File: src/rtl/sdram_arbiter_if.sv
// rtl/sdram_arbiter_if.sv - request/grant and SDRAM pin bundle between the engines and the arbiter
//
// Purpose: groups the init, refresh, write and read engine buses with the
// arbiter grants and the multiplexed SDRAM command/address pins.
// Modports:
//   master - engines side: drives requests, DONE pulses, commands and addresses;
//            observes grants, ARF_PENDING, the SDRAM pins and WDOG_ERR.
//   slave  - arbiter side: the mirror image of master.
interface sdram_arbiter_if;
   logic        INIT_DONE;
   logic [3:0]  COMMAND_INIT;
   logic [11:0] INIT_A_ADDR;
   logic [1:0]  INIT_BANK_ADDR;

   logic        ARF_req;
   logic        REF_DONE;
   logic [3:0]  COMMAND_REF;
   logic [11:0] ARF_A_ADDR;
   logic [1:0]  ARF_BANK_ADDR;

   logic        WR_req;
   logic        WR_DONE;
   logic [3:0]  COMMAND_WR;
   logic [11:0] WR_A_ADDR;
   logic [1:0]  WR_BANK_ADDR;

   logic        RD_req;
   logic        RD_DONE;
   logic [3:0]  COMMAND_RD;
   logic [11:0] RD_A_ADDR;
   logic [1:0]  RD_BANK_ADDR;

   logic        ARF_access;
   logic        WR_access;
   logic        RD_access;
   logic        ARF_PENDING;
   logic [3:0]  SDRAM_CMD;
   logic [11:0] SDRAM_A_ADDR;
   logic [1:0]  SDRAM_BA;
   logic        WDOG_ERR;

   modport master (
      output INIT_DONE, COMMAND_INIT, INIT_A_ADDR, INIT_BANK_ADDR,
      output ARF_req, REF_DONE, COMMAND_REF, ARF_A_ADDR, ARF_BANK_ADDR,
      output WR_req, WR_DONE, COMMAND_WR, WR_A_ADDR, WR_BANK_ADDR,
      output RD_req, RD_DONE, COMMAND_RD, RD_A_ADDR, RD_BANK_ADDR,
      input  ARF_access, WR_access, RD_access, ARF_PENDING,
      input  SDRAM_CMD, SDRAM_A_ADDR, SDRAM_BA, WDOG_ERR
   );

   modport slave (
      input  INIT_DONE, COMMAND_INIT, INIT_A_ADDR, INIT_BANK_ADDR,
      input  ARF_req, REF_DONE, COMMAND_REF, ARF_A_ADDR, ARF_BANK_ADDR,
      input  WR_req, WR_DONE, COMMAND_WR, WR_A_ADDR, WR_BANK_ADDR,
      input  RD_req, RD_DONE, COMMAND_RD, RD_A_ADDR, RD_BANK_ADDR,
      output ARF_access, WR_access, RD_access, ARF_PENDING,
      output SDRAM_CMD, SDRAM_A_ADDR, SDRAM_BA, WDOG_ERR
   );
endinterface

File: src/rtl/sdram_arbiter.sv
// rtl/sdram_arbiter.sv - SDRAM command arbiter for init, refresh, write and read engines
//
// Purpose: grants the SDRAM bus to one engine at a time and muxes the owner's
// command/address onto the SDRAM pins (registered, one cycle of latency).
// Auto-refresh has absolute priority; the init sequencer owns the bus until
// INIT_DONE. Optional macro SDRAM_ARB_RR_EN makes WR/RD ties alternate
// (default build: fixed priority ARF > WR > RD).
// Ports:
//   Sys_clk  - system clock, rising edge
//   Rst      - synchronous active-high reset
//   bus      - sdram_arbiter_if.slave: engine requests/DONE/commands in;
//              *_access grant pulses, ARF_PENDING, SDRAM_CMD/A_ADDR/BA, WDOG_ERR out
module sdram_arbiter #(
   parameter logic [3:0]  CMD_NOP     = 4'b0111,
   parameter int unsigned WDOG_CYCLES = 1023
) (
   input  logic           Sys_clk,
   input  logic           Rst,
   sdram_arbiter_if.slave bus
);
   typedef enum logic [2:0] {
      S_INIT  = 3'd0,
      S_ARB   = 3'd1,
      S_AREF  = 3'd2,
      S_WRITE = 3'd3,
      S_READ  = 3'd4
   } state_t;

   localparam logic [9:0] WDOG_LIMIT = 10'(WDOG_CYCLES);

   state_t      r_state;
   state_t      w_next_state;
   logic [9:0]  r_wdog;
   logic        w_owner;
   logic        w_done;
   logic        w_wdog_fire;
   logic        w_wr_first;

   logic        r_arf_access;
   logic        r_wr_access;
   logic        r_rd_access;
   logic        r_arf_pending;
   logic        r_wdog_err;
   logic [3:0]  r_cmd;
   logic [11:0] r_addr;
   logic [1:0]  r_ba;

`ifdef SDRAM_ARB_RR_EN
   // Set after a WRITE grant so READ wins the next WR/RD tie; cleared after a READ grant.
   logic        r_rd_first;
   assign w_wr_first = ~r_rd_first;
`else
   assign w_wr_first = 1'b1;
`endif

   always_comb begin
      w_next_state = r_state;
      w_owner      = 1'b0;
      w_done       = 1'b0;
      w_wdog_fire  = 1'b0;
      case (r_state)
         S_INIT: begin
            if (bus.INIT_DONE) w_next_state = S_ARB;
         end
         S_ARB: begin
            if (bus.ARF_req)
               w_next_state = S_AREF;
            else if (bus.WR_req && (!bus.RD_req || w_wr_first))
               w_next_state = S_WRITE;
            else if (bus.RD_req)
               w_next_state = S_READ;
         end
         S_AREF: begin
            w_owner = 1'b1;
            w_done  = bus.REF_DONE;
         end
         S_WRITE: begin
            w_owner = 1'b1;
            w_done  = bus.WR_DONE;
         end
         S_READ: begin
            w_owner = 1'b1;
            w_done  = bus.RD_DONE;
         end
         default: w_next_state = S_INIT;
      endcase
      // Only the owner's DONE is looked at, so stray DONEs from other engines fall out here.
      if (w_owner) begin
         w_wdog_fire = (r_wdog == WDOG_LIMIT);
         if (w_done || w_wdog_fire) w_next_state = S_ARB;
      end
   end

   always_ff @(posedge Sys_clk) begin
      if (Rst) begin
         r_state       <= S_INIT;
         r_wdog        <= '0;
         r_arf_access  <= 1'b0;
         r_wr_access   <= 1'b0;
         r_rd_access   <= 1'b0;
         r_arf_pending <= 1'b0;
         r_wdog_err    <= 1'b0;
         r_cmd         <= CMD_NOP;
         r_addr        <= '0;
         r_ba          <= '0;
`ifdef SDRAM_ARB_RR_EN
         r_rd_first    <= 1'b0;
`endif
      end else begin
         r_state <= w_next_state;

         // Grants only ever leave ARB, so each pulse lines up with the first cycle in the owner state.
         r_arf_access <= (r_state == S_ARB) && (w_next_state == S_AREF);
         r_wr_access  <= (r_state == S_ARB) && (w_next_state == S_WRITE);
         r_rd_access  <= (r_state == S_ARB) && (w_next_state == S_READ);

`ifdef SDRAM_ARB_RR_EN
         if (r_state == S_ARB && w_next_state == S_WRITE)
            r_rd_first <= 1'b1;
         else if (r_state == S_ARB && w_next_state == S_READ)
            r_rd_first <= 1'b0;
`endif

         if (w_next_state != r_state)
            r_wdog <= '0;
         else if (w_owner)
            r_wdog <= r_wdog + 10'd1;

         // A DONE landing on the expiry cycle is a legitimate finish, not a hang.
         r_wdog_err <= w_wdog_fire && !w_done;

         if (w_next_state == S_ARB)
            r_arf_pending <= 1'b0;
         else if ((r_state == S_WRITE || r_state == S_READ) && bus.ARF_req)
            r_arf_pending <= 1'b1;

         case (r_state)
            S_INIT: begin
               r_cmd  <= bus.COMMAND_INIT;
               r_addr <= bus.INIT_A_ADDR;
               r_ba   <= bus.INIT_BANK_ADDR;
            end
            S_AREF: begin
               r_cmd  <= bus.COMMAND_REF;
               r_addr <= bus.ARF_A_ADDR;
               r_ba   <= bus.ARF_BANK_ADDR;
            end
            S_WRITE: begin
               r_cmd  <= bus.COMMAND_WR;
               r_addr <= bus.WR_A_ADDR;
               r_ba   <= bus.WR_BANK_ADDR;
            end
            S_READ: begin
               r_cmd  <= bus.COMMAND_RD;
               r_addr <= bus.RD_A_ADDR;
               r_ba   <= bus.RD_BANK_ADDR;
            end
            default: begin
               r_cmd  <= CMD_NOP;
               r_addr <= '0;
               r_ba   <= '0;
            end
         endcase
         // A forced release must not leave the hung engine's command on the pins.
         if (w_wdog_fire) begin
            r_cmd  <= CMD_NOP;
            r_addr <= '0;
            r_ba   <= '0;
         end
      end
   end

   assign bus.ARF_access   = r_arf_access;
   assign bus.WR_access    = r_wr_access;
   assign bus.RD_access    = r_rd_access;
   assign bus.ARF_PENDING  = r_arf_pending;
   assign bus.WDOG_ERR     = r_wdog_err;
   assign bus.SDRAM_CMD    = r_cmd;
   assign bus.SDRAM_A_ADDR = r_addr;
   assign bus.SDRAM_BA     = r_ba;
endmodule
File: src/flat_wrapper.sv
// flat-port wrapper written by rule: the top's interface ports become plain ports
module sdram_arbiter_flat 
#(
   parameter logic [3:0]  CMD_NOP     = 4'b0111,
   parameter int unsigned WDOG_CYCLES = 1023
)
  (Sys_clk, Rst, bus_INIT_DONE, bus_COMMAND_INIT, bus_INIT_A_ADDR, bus_INIT_BANK_ADDR, bus_ARF_req, bus_REF_DONE, bus_COMMAND_REF, bus_ARF_A_ADDR, bus_ARF_BANK_ADDR, bus_WR_req, bus_WR_DONE, bus_COMMAND_WR, bus_WR_A_ADDR, bus_WR_BANK_ADDR, bus_RD_req, bus_RD_DONE, bus_COMMAND_RD, bus_RD_A_ADDR, bus_RD_BANK_ADDR, bus_ARF_access, bus_WR_access, bus_RD_access, bus_ARF_PENDING, bus_SDRAM_CMD, bus_SDRAM_A_ADDR, bus_SDRAM_BA, bus_WDOG_ERR);
  sdram_arbiter_if bus_i ();
  input  logic Sys_clk;
  input  logic Rst;
  input wire logic [$bits(bus_i.INIT_DONE)-1:0] bus_INIT_DONE;
  input wire logic [$bits(bus_i.COMMAND_INIT)-1:0] bus_COMMAND_INIT;
  input wire logic [$bits(bus_i.INIT_A_ADDR)-1:0] bus_INIT_A_ADDR;
  input wire logic [$bits(bus_i.INIT_BANK_ADDR)-1:0] bus_INIT_BANK_ADDR;
  input wire logic [$bits(bus_i.ARF_req)-1:0] bus_ARF_req;
  input wire logic [$bits(bus_i.REF_DONE)-1:0] bus_REF_DONE;
  input wire logic [$bits(bus_i.COMMAND_REF)-1:0] bus_COMMAND_REF;
  input wire logic [$bits(bus_i.ARF_A_ADDR)-1:0] bus_ARF_A_ADDR;
  input wire logic [$bits(bus_i.ARF_BANK_ADDR)-1:0] bus_ARF_BANK_ADDR;
  input wire logic [$bits(bus_i.WR_req)-1:0] bus_WR_req;
  input wire logic [$bits(bus_i.WR_DONE)-1:0] bus_WR_DONE;
  input wire logic [$bits(bus_i.COMMAND_WR)-1:0] bus_COMMAND_WR;
  input wire logic [$bits(bus_i.WR_A_ADDR)-1:0] bus_WR_A_ADDR;
  input wire logic [$bits(bus_i.WR_BANK_ADDR)-1:0] bus_WR_BANK_ADDR;
  input wire logic [$bits(bus_i.RD_req)-1:0] bus_RD_req;
  input wire logic [$bits(bus_i.RD_DONE)-1:0] bus_RD_DONE;
  input wire logic [$bits(bus_i.COMMAND_RD)-1:0] bus_COMMAND_RD;
  input wire logic [$bits(bus_i.RD_A_ADDR)-1:0] bus_RD_A_ADDR;
  input wire logic [$bits(bus_i.RD_BANK_ADDR)-1:0] bus_RD_BANK_ADDR;
  output wire logic [$bits(bus_i.ARF_access)-1:0] bus_ARF_access;
  output wire logic [$bits(bus_i.WR_access)-1:0] bus_WR_access;
  output wire logic [$bits(bus_i.RD_access)-1:0] bus_RD_access;
  output wire logic [$bits(bus_i.ARF_PENDING)-1:0] bus_ARF_PENDING;
  output wire logic [$bits(bus_i.SDRAM_CMD)-1:0] bus_SDRAM_CMD;
  output wire logic [$bits(bus_i.SDRAM_A_ADDR)-1:0] bus_SDRAM_A_ADDR;
  output wire logic [$bits(bus_i.SDRAM_BA)-1:0] bus_SDRAM_BA;
  output wire logic [$bits(bus_i.WDOG_ERR)-1:0] bus_WDOG_ERR;
  assign bus_i.INIT_DONE = bus_INIT_DONE;
  assign bus_i.COMMAND_INIT = bus_COMMAND_INIT;
  assign bus_i.INIT_A_ADDR = bus_INIT_A_ADDR;
  assign bus_i.INIT_BANK_ADDR = bus_INIT_BANK_ADDR;
  assign bus_i.ARF_req = bus_ARF_req;
  assign bus_i.REF_DONE = bus_REF_DONE;
  assign bus_i.COMMAND_REF = bus_COMMAND_REF;
  assign bus_i.ARF_A_ADDR = bus_ARF_A_ADDR;
  assign bus_i.ARF_BANK_ADDR = bus_ARF_BANK_ADDR;
  assign bus_i.WR_req = bus_WR_req;
  assign bus_i.WR_DONE = bus_WR_DONE;
  assign bus_i.COMMAND_WR = bus_COMMAND_WR;
  assign bus_i.WR_A_ADDR = bus_WR_A_ADDR;
  assign bus_i.WR_BANK_ADDR = bus_WR_BANK_ADDR;
  assign bus_i.RD_req = bus_RD_req;
  assign bus_i.RD_DONE = bus_RD_DONE;
  assign bus_i.COMMAND_RD = bus_COMMAND_RD;
  assign bus_i.RD_A_ADDR = bus_RD_A_ADDR;
  assign bus_i.RD_BANK_ADDR = bus_RD_BANK_ADDR;
  assign bus_ARF_access = bus_i.ARF_access;
  assign bus_WR_access = bus_i.WR_access;
  assign bus_RD_access = bus_i.RD_access;
  assign bus_ARF_PENDING = bus_i.ARF_PENDING;
  assign bus_SDRAM_CMD = bus_i.SDRAM_CMD;
  assign bus_SDRAM_A_ADDR = bus_i.SDRAM_A_ADDR;
  assign bus_SDRAM_BA = bus_i.SDRAM_BA;
  assign bus_WDOG_ERR = bus_i.WDOG_ERR;
  sdram_arbiter #(.CMD_NOP(CMD_NOP), .WDOG_CYCLES(WDOG_CYCLES)) u_core (.Sys_clk(Sys_clk), .Rst(Rst), .bus(bus_i));
endmodule
File: config.mk
export PLATFORM = sky130hd
export DESIGN_NAME = sdram_arbiter_flat
export DESIGN_NICKNAME = d
export VERILOG_FILES = /design/src/rtl/sdram_arbiter_if.sv /design/src/rtl/sdram_arbiter.sv /design/src/flat_wrapper.sv
export SDC_FILE = /design/constraint.sdc
export NUM_CORES = 1
export LEC_CHECK = 0
export ABC_AREA = 1
export CORE_UTILIZATION = 35
export CTS_CLUSTER_SIZE = 8
export DETAILED_ROUTE_END_ITERATION = 6
export GPL_TIMING_DRIVEN = 1
export PLACE_DENSITY = 0.86
export SYNTH_ARGS = -nofsm -noshare
export SYNTH_HDL_FRONTEND = slang
export SYNTH_SLANG_ARGS = --single-unit
export TNS_END_PERCENT = 1
File: constraint.sdc
create_clock -name Sys_clk -period 1.55 [get_ports Sys_clk]
set_input_delay 0.2325 -clock Sys_clk [delete_from_list [all_inputs] [get_ports Sys_clk]]
set_output_delay 0.2325 -clock Sys_clk [all_outputs]
set_load 0.02 [all_outputs]
Word-level counts from Yosys, hierarchy flattened:

Cells that the tools add are included.

* register bits after elaboration: 36
* input bits: 81
* output and inout bits: 23
* logic and storage cells: 47

* add/sub/neg operators: 1
* eq/ne operators: 10
* multiplexer cells: 13
* reductions and logical operators: 13

Operator list (number)
* 12-bit one-hot mux with 4 select lines: 1
* 3-bit two-way mux: 6
* 4-bit one-hot mux with 4 select lines: 1
* 3-bit by 2-bit == test with 1-bit output (second input constant): 4
* 10-bit by 1-bit adder with 10-bit output (second input constant): 1
* 10-bit == test (second input constant): 1
* 3-bit one-hot mux with 3 select lines: 1
* 2-bit one-hot mux with 4 select lines: 1
* 3-bit by 1-bit == test with 1-bit output (second input constant): 2
* 3-bit == test (second input constant): 2
* 2-bit OR reduction: 3
* 1-bit logical AND: 5
* 3-bit zero test: 1
* 3-bit inequality test: 1
* 1-bit one-hot mux with 3 select lines: 1
* 3-bit OR reduction: 1
* 1-bit logical OR: 2
* 1-bit two-way mux: 2
* 1-bit zero test: 1

Logic depth before layout (Yosys ltp):

* word-level depth: 8
* depth in mapped cells: 12

Least setup slack after synthesis:

OpenSTA, ideal clock, no wires.

* kind: flip-flop to flip-flop
* start point: register u_core.r_wdog[0]
* end point: register u_core.r_wdog[7]
* data arrival time: 1433 ps
* data required time: 1433 ps
* setup slack: 0 ps
* stages on the path, launching flop included: 13
* path buffers: 0
* clock period less this slack: 1550 ps
* cell sequence: dfxtp_1 -> ha_1 -> nand2_1 -> inv_1 -> nand2_1 -> nor2_1 -> nand3_4 -> nand3_2 -> nand2_1 -> nand2_1 -> nor2_2 -> nand2_4 -> nor2_2

* longest elaborated chain between the ends: 6

Ends and longest elaborated chain
* start, declared: line sdram_arbiter.sv:33 `logic [9:0] r_wdog;`
* start signal, assigned: line sdram_arbiter.sv:127 `r_wdog <= r_wdog + 10'd1;`
* 10-bit == test: line sdram_arbiter.sv:89 `w_wdog_fire = (r_wdog == WDOG_LIMIT);`
* 1-bit logical OR: line sdram_arbiter.sv:90 `if (w_done || w_wdog_fire) w_next_state = S_ARB;`
* 3-bit two-way mux: line sdram_arbiter.sv:90
* 3-bit two-way mux: line sdram_arbiter.sv:88 `if (w_owner) begin`
* 3-bit inequality test: line sdram_arbiter.sv:124 `if (w_next_state != r_state)`
* 2-bit OR reduction (no source line)

Parallel ways exist; a longest one is shown, timed or not.
A chain may end at the register's enable or synchronous reset.

Worst setup path after layout:

* start point: register u_core.r_state[1]
* end point: register u_core.r_wdog[0]

* longest elaborated chain between the ends: 8

Ends and longest elaborated chain
* start, declared: line sdram_arbiter.sv:31 `state_t r_state;`
* start signal, assigned: line sdram_arbiter.sv:110 `r_state <= w_next_state;`
* 3-bit two-way mux: line sdram_arbiter.sv:70 `else if (bus.RD_req)`
* 3-bit two-way mux: line sdram_arbiter.sv:68 `else if (bus.WR_req && (!bus.RD_req || w_wr_first))`
* 3-bit two-way mux: line sdram_arbiter.sv:66 `if (bus.ARF_req)`
* 3-bit one-hot mux with 3 select lines: line sdram_arbiter.sv:61 `case (r_state)`
* 3-bit two-way mux: line sdram_arbiter.sv:90
* 3-bit two-way mux: line sdram_arbiter.sv:88
* 3-bit inequality test: line sdram_arbiter.sv:124
* 2-bit OR reduction (no source line)

Parallel ways exist; a longest one is shown, timed or not.

==> flow_summary.json <==
{
  "slew_headroom": 0.790,
  "cts_buffers": 5,
  "start_util": 0.364,
  "area_growth_pct": 84.5,
  "synthAdderAreaFrac": 0.00672,
  "cp_slowest_cell": "dfxtp_2",
  "reg2reg_depth": 9,
  "drt_iter0_drc": 100,
  "via_per_inst": 5.07,
  "synth_top_area_frac": 0.387,
  "fmax_mhz": 642,
  "worstSetupStartpointType": "register",
  "worstPathArrival_ns": 1.78,
  "period_share": 1.01,
  "via_count": 2301,
  "holdPathStages": 3,
  "die_area_mm2": 0.00561,
  "ys_warn_count": 0,
  "antenna_found_initial": 0,
  "pre_cts_ws_ns": -0.228,
  "rsz0062_at_grt": "yes",
  "cts_max_path_buffers": 2,
  "gp_congestion": 0.948,
  "worstSetupPathType": "register to register",
  "num_io_pins": 104,
  "critPathCaptureType": "register",
  "syn-instance-count": 248,
  "power_mw": 3.03,
  "slew_violations": 0,
  "fin_nets": 465,
  "status": "finished with violations",
  "grtUsageTotal": 0.231,
  "synth_simple_gate_area_frac": 0.362,
  "grt-ovfl-total": 0,
  "tightestPinTransition_ns": 0.312,
  "clk_pin_slew_worst_paths_ns": 0.08,
  "io_buffers": 103,
  "worst_ep_required_time_ns": 1.77,
  "clkSinkCount": 36,
  "ir_drop_mv": 0.434,
  "power_density_mw_per_mm2": 884,
  "layout_min_cycle_time_ns": 1.56,
  "clkLatencyLatePin_ns": 0.29,
  "finalHoldViolations": 0,
  "grt_pass1_vias": 2184,
  "worstPathCellList": "buf_4 > nand3_2 > nand3_4 > nand3_4 > nand4_1 > nand2_2 > nor2_4 > nand2_4 > nor2_2",
  "cts_root_buf": "clkbuf_8",
  "syn-cell-area_mm2": 0.00186,
  "postRouteAntennaNets": 0,
  "die_x_um": 74.9,
  "cp_common_cell": "nand3_4",
  "cts_tree": "yes",
  "cp.buffers_inverters": 1,
  "wl_um": 6490,
  "setup_violations": 4,
  "crit_family": "simple AND/OR/NAND/NOR gates",
  "min_path_type": "input port to register",
  "drc": 0,
  "synth-seq-area-share": 0.387,
  "cap_violations": 0,
  "worst_slack_ns": -0.00830,
  "dr.pass1.iters": 4,
  "dp_hpwl_um": 4650,
  "cp_slowest_stage_delay_ns": 0.37,
  "finalSetupTns_ns": -0.0170,
  "p_leak_nw": 1.35,
  "timing.critical_path.depth": 9,
  "synth_nets": 330,
  "ys_seq_elements": 36,
  "grt_pass1_wl_um": 9690,
  "rows": 26,
  "synth.avg_cell_area_um2": 7.50,
  "muxShareOfSynthArea": 0.00538,
  "fillCellCount": 413,
  "wl_per_cell_um": 14.3,
  "skew_ns": 0.0119,
  "dieHeight_um": 74.9,
  "h-tree-depth": 2,
  "crit_path_max_fanout": 6,
  "n_antenna_cell": 0,
  "synth_top_area_cell": "dfxtp_1",
  "synth.distinct_cells": 30,
  "synth_xor_area_frac": 0.0377,
  "synth_compound_area_frac": 0.120,
  "drive_gt1_frac": 0.227,
  "violations": "setup timing",
  "ys_top_cells_by_area": "dfxtp_1, nand2_1, nand3_1",
  "synth_top_family_by_area": "simple AND/OR/NAND/NOR gates",
  "fp.coreArea_mm2": 0.00511,
  "grt_max_degree": 20
}
-- through the flow --
stage | hold WS (ns) | util | cell area [um2] | cells
5_1_grt | 0.529 | 0.672 | 3430 | 454
3_5_place_dp | 0.521 | 0.622 | 3180 | 440
3_3_place_gp | 0.532 | 0.622 | 3180 | 440
6_report | 0.516 | 0.672 | 3430 | 454
2_1_floorplan | 0.305 | - | 1860 | 248
4_1_cts | 0.516 | 0.666 | 3400 | 454
-- cells by family after synthesis --
| family | count (synthesis) |
|---|---|
| buffers and inverters | 37 |
| multiplexers | 1 |
| XOR/XNOR | 8 |
| AO/OA/AOI/OAI | 30 |
| adder cells (fa/ha/maj) | 1 |
| flip-flops | 36 |
| AND/OR/NAND/NOR | 135 |
-- flip-flops by register name (all words and copies together) (netlist names) --
name                     flops
u_core.r_wdog               10
u_core.bus.SDRAM_A_ADDR     12
u_core.bus.ARF_PENDING       1
u_core.bus.ARF_access        1
u_core.bus.SDRAM_BA          2
u_core.bus.WDOG_ERR          1
u_core.bus.WR_access         1
u_core.bus.RD_access         1
u_core.bus.SDRAM_CMD         4
u_core.r_state               3
-- what timing repair did --
action / in CTS / in global routing
gates cloned: 1 / 0
resized for setup: 18 / 11
hold buffers: 0 / 0
setup buffers: 5 / 0
endpoints found under the setup margin: 25 / 29
pin swaps: 9 / 6
endpoints found under the hold margin: 0 / 0
-- per-layer routing --
metal  wire (um)  vias to the layer above  track usage  part of all wire
met1        2440                     1088        0.250              0.38
met4         115                        0       0.0797             0.018
met2        3540                       92        0.437              0.55
li1            -                     1104            -                 -
met5           0                        -            0                 0
met3         396                       17       0.0535             0.061
-- synthesized netlist by cell type (all sizes together) --
| cell | n |
|---|---|
| a211oi | 1 |
| a21oi | 1 |
| a22oi | 8 |
| a31oi | 7 |
| a32o | 2 |
| a41oi | 8 |
| buf | 5 |
| clkbuf | 5 |
| clkinv | 3 |
| dfxtp | 36 |
| ha | 1 |
| inv | 24 |
| mux2i | 1 |
| nand2 | 66 |
| nand3 | 29 |
| nand4 | 9 |
| nor2 | 28 |
| nor3 | 2 |
| nor4 | 1 |
| o211ai | 1 |
| o21ai | 2 |
| xnor2 | 1 |
| xor2 | 7 |
-- layout make-up --
type,count,area [um2],share of cell area
repair buffers,137,1320,0.383
inverters,27,104,0.0302
multi-input cells,176,1070,0.312
flip-flops and latches,36,729,0.212
clock inverters,1,30.0,0.00875
clock buffers,7,96.3,0.0281
well taps,70,87.6,0.0255
-- layout by cell type (no fill, tap or decap), drive strengths merged --
master,count
bufinv,1
nand4,9
mux2i,1
nor4,1
dfxtp,36
a22oi,8
a41oi,8
clkbuf,7
a211oi,1
a21oi,1
ha,1
o211ai,1
xor2,7
xnor2,1
nand3,29
clkinv,3
a31oi,7
nor2,28
clkdlybuf4s50,103
buf,34
nand2,67
nor3,2
a32o,2
inv,24
o21ai,2
-- final timing paths --
check	startpoint	endpoint	slack, ns
setup reg to reg	u_core.r_state[1]	u_core.r_wdog[0]	-0.008
hold / removal	bus_INIT_A_ADDR[5]	u_core.bus.SDRAM_A_ADDR[5]	0.52
setup / recovery	u_core.r_state[1]	u_core.r_wdog[0]	-0.008
hold reg to reg	u_core.bus.ARF_PENDING	u_core.bus.ARF_PENDING	0.54
-- report_power, final --
group	switching [mW]	leakage, nW	internal, mW	total (mW)
Sequential	0.0351	0.297	1.00	1.04
Clock	0.349	0.0645	0.568	0.917
Combinational	0.530	0.984	0.550	1.08
Total	0.913	1.35	2.12	3.03
-- worst reg2reg max path: stages, from the launching register on --
cell and delay (ns):
dfxtp_2 0.37, buf_4 0.14, nand3_2 0.15, nand3_4 0.15, nand3_4 0.12, nand4_1 0.12
nand2_2 0.07, nor2_4 0.15, nand2_4 0.11, nor2_2 0.10
No activity file was read; power rests on OpenSTA's default activity.
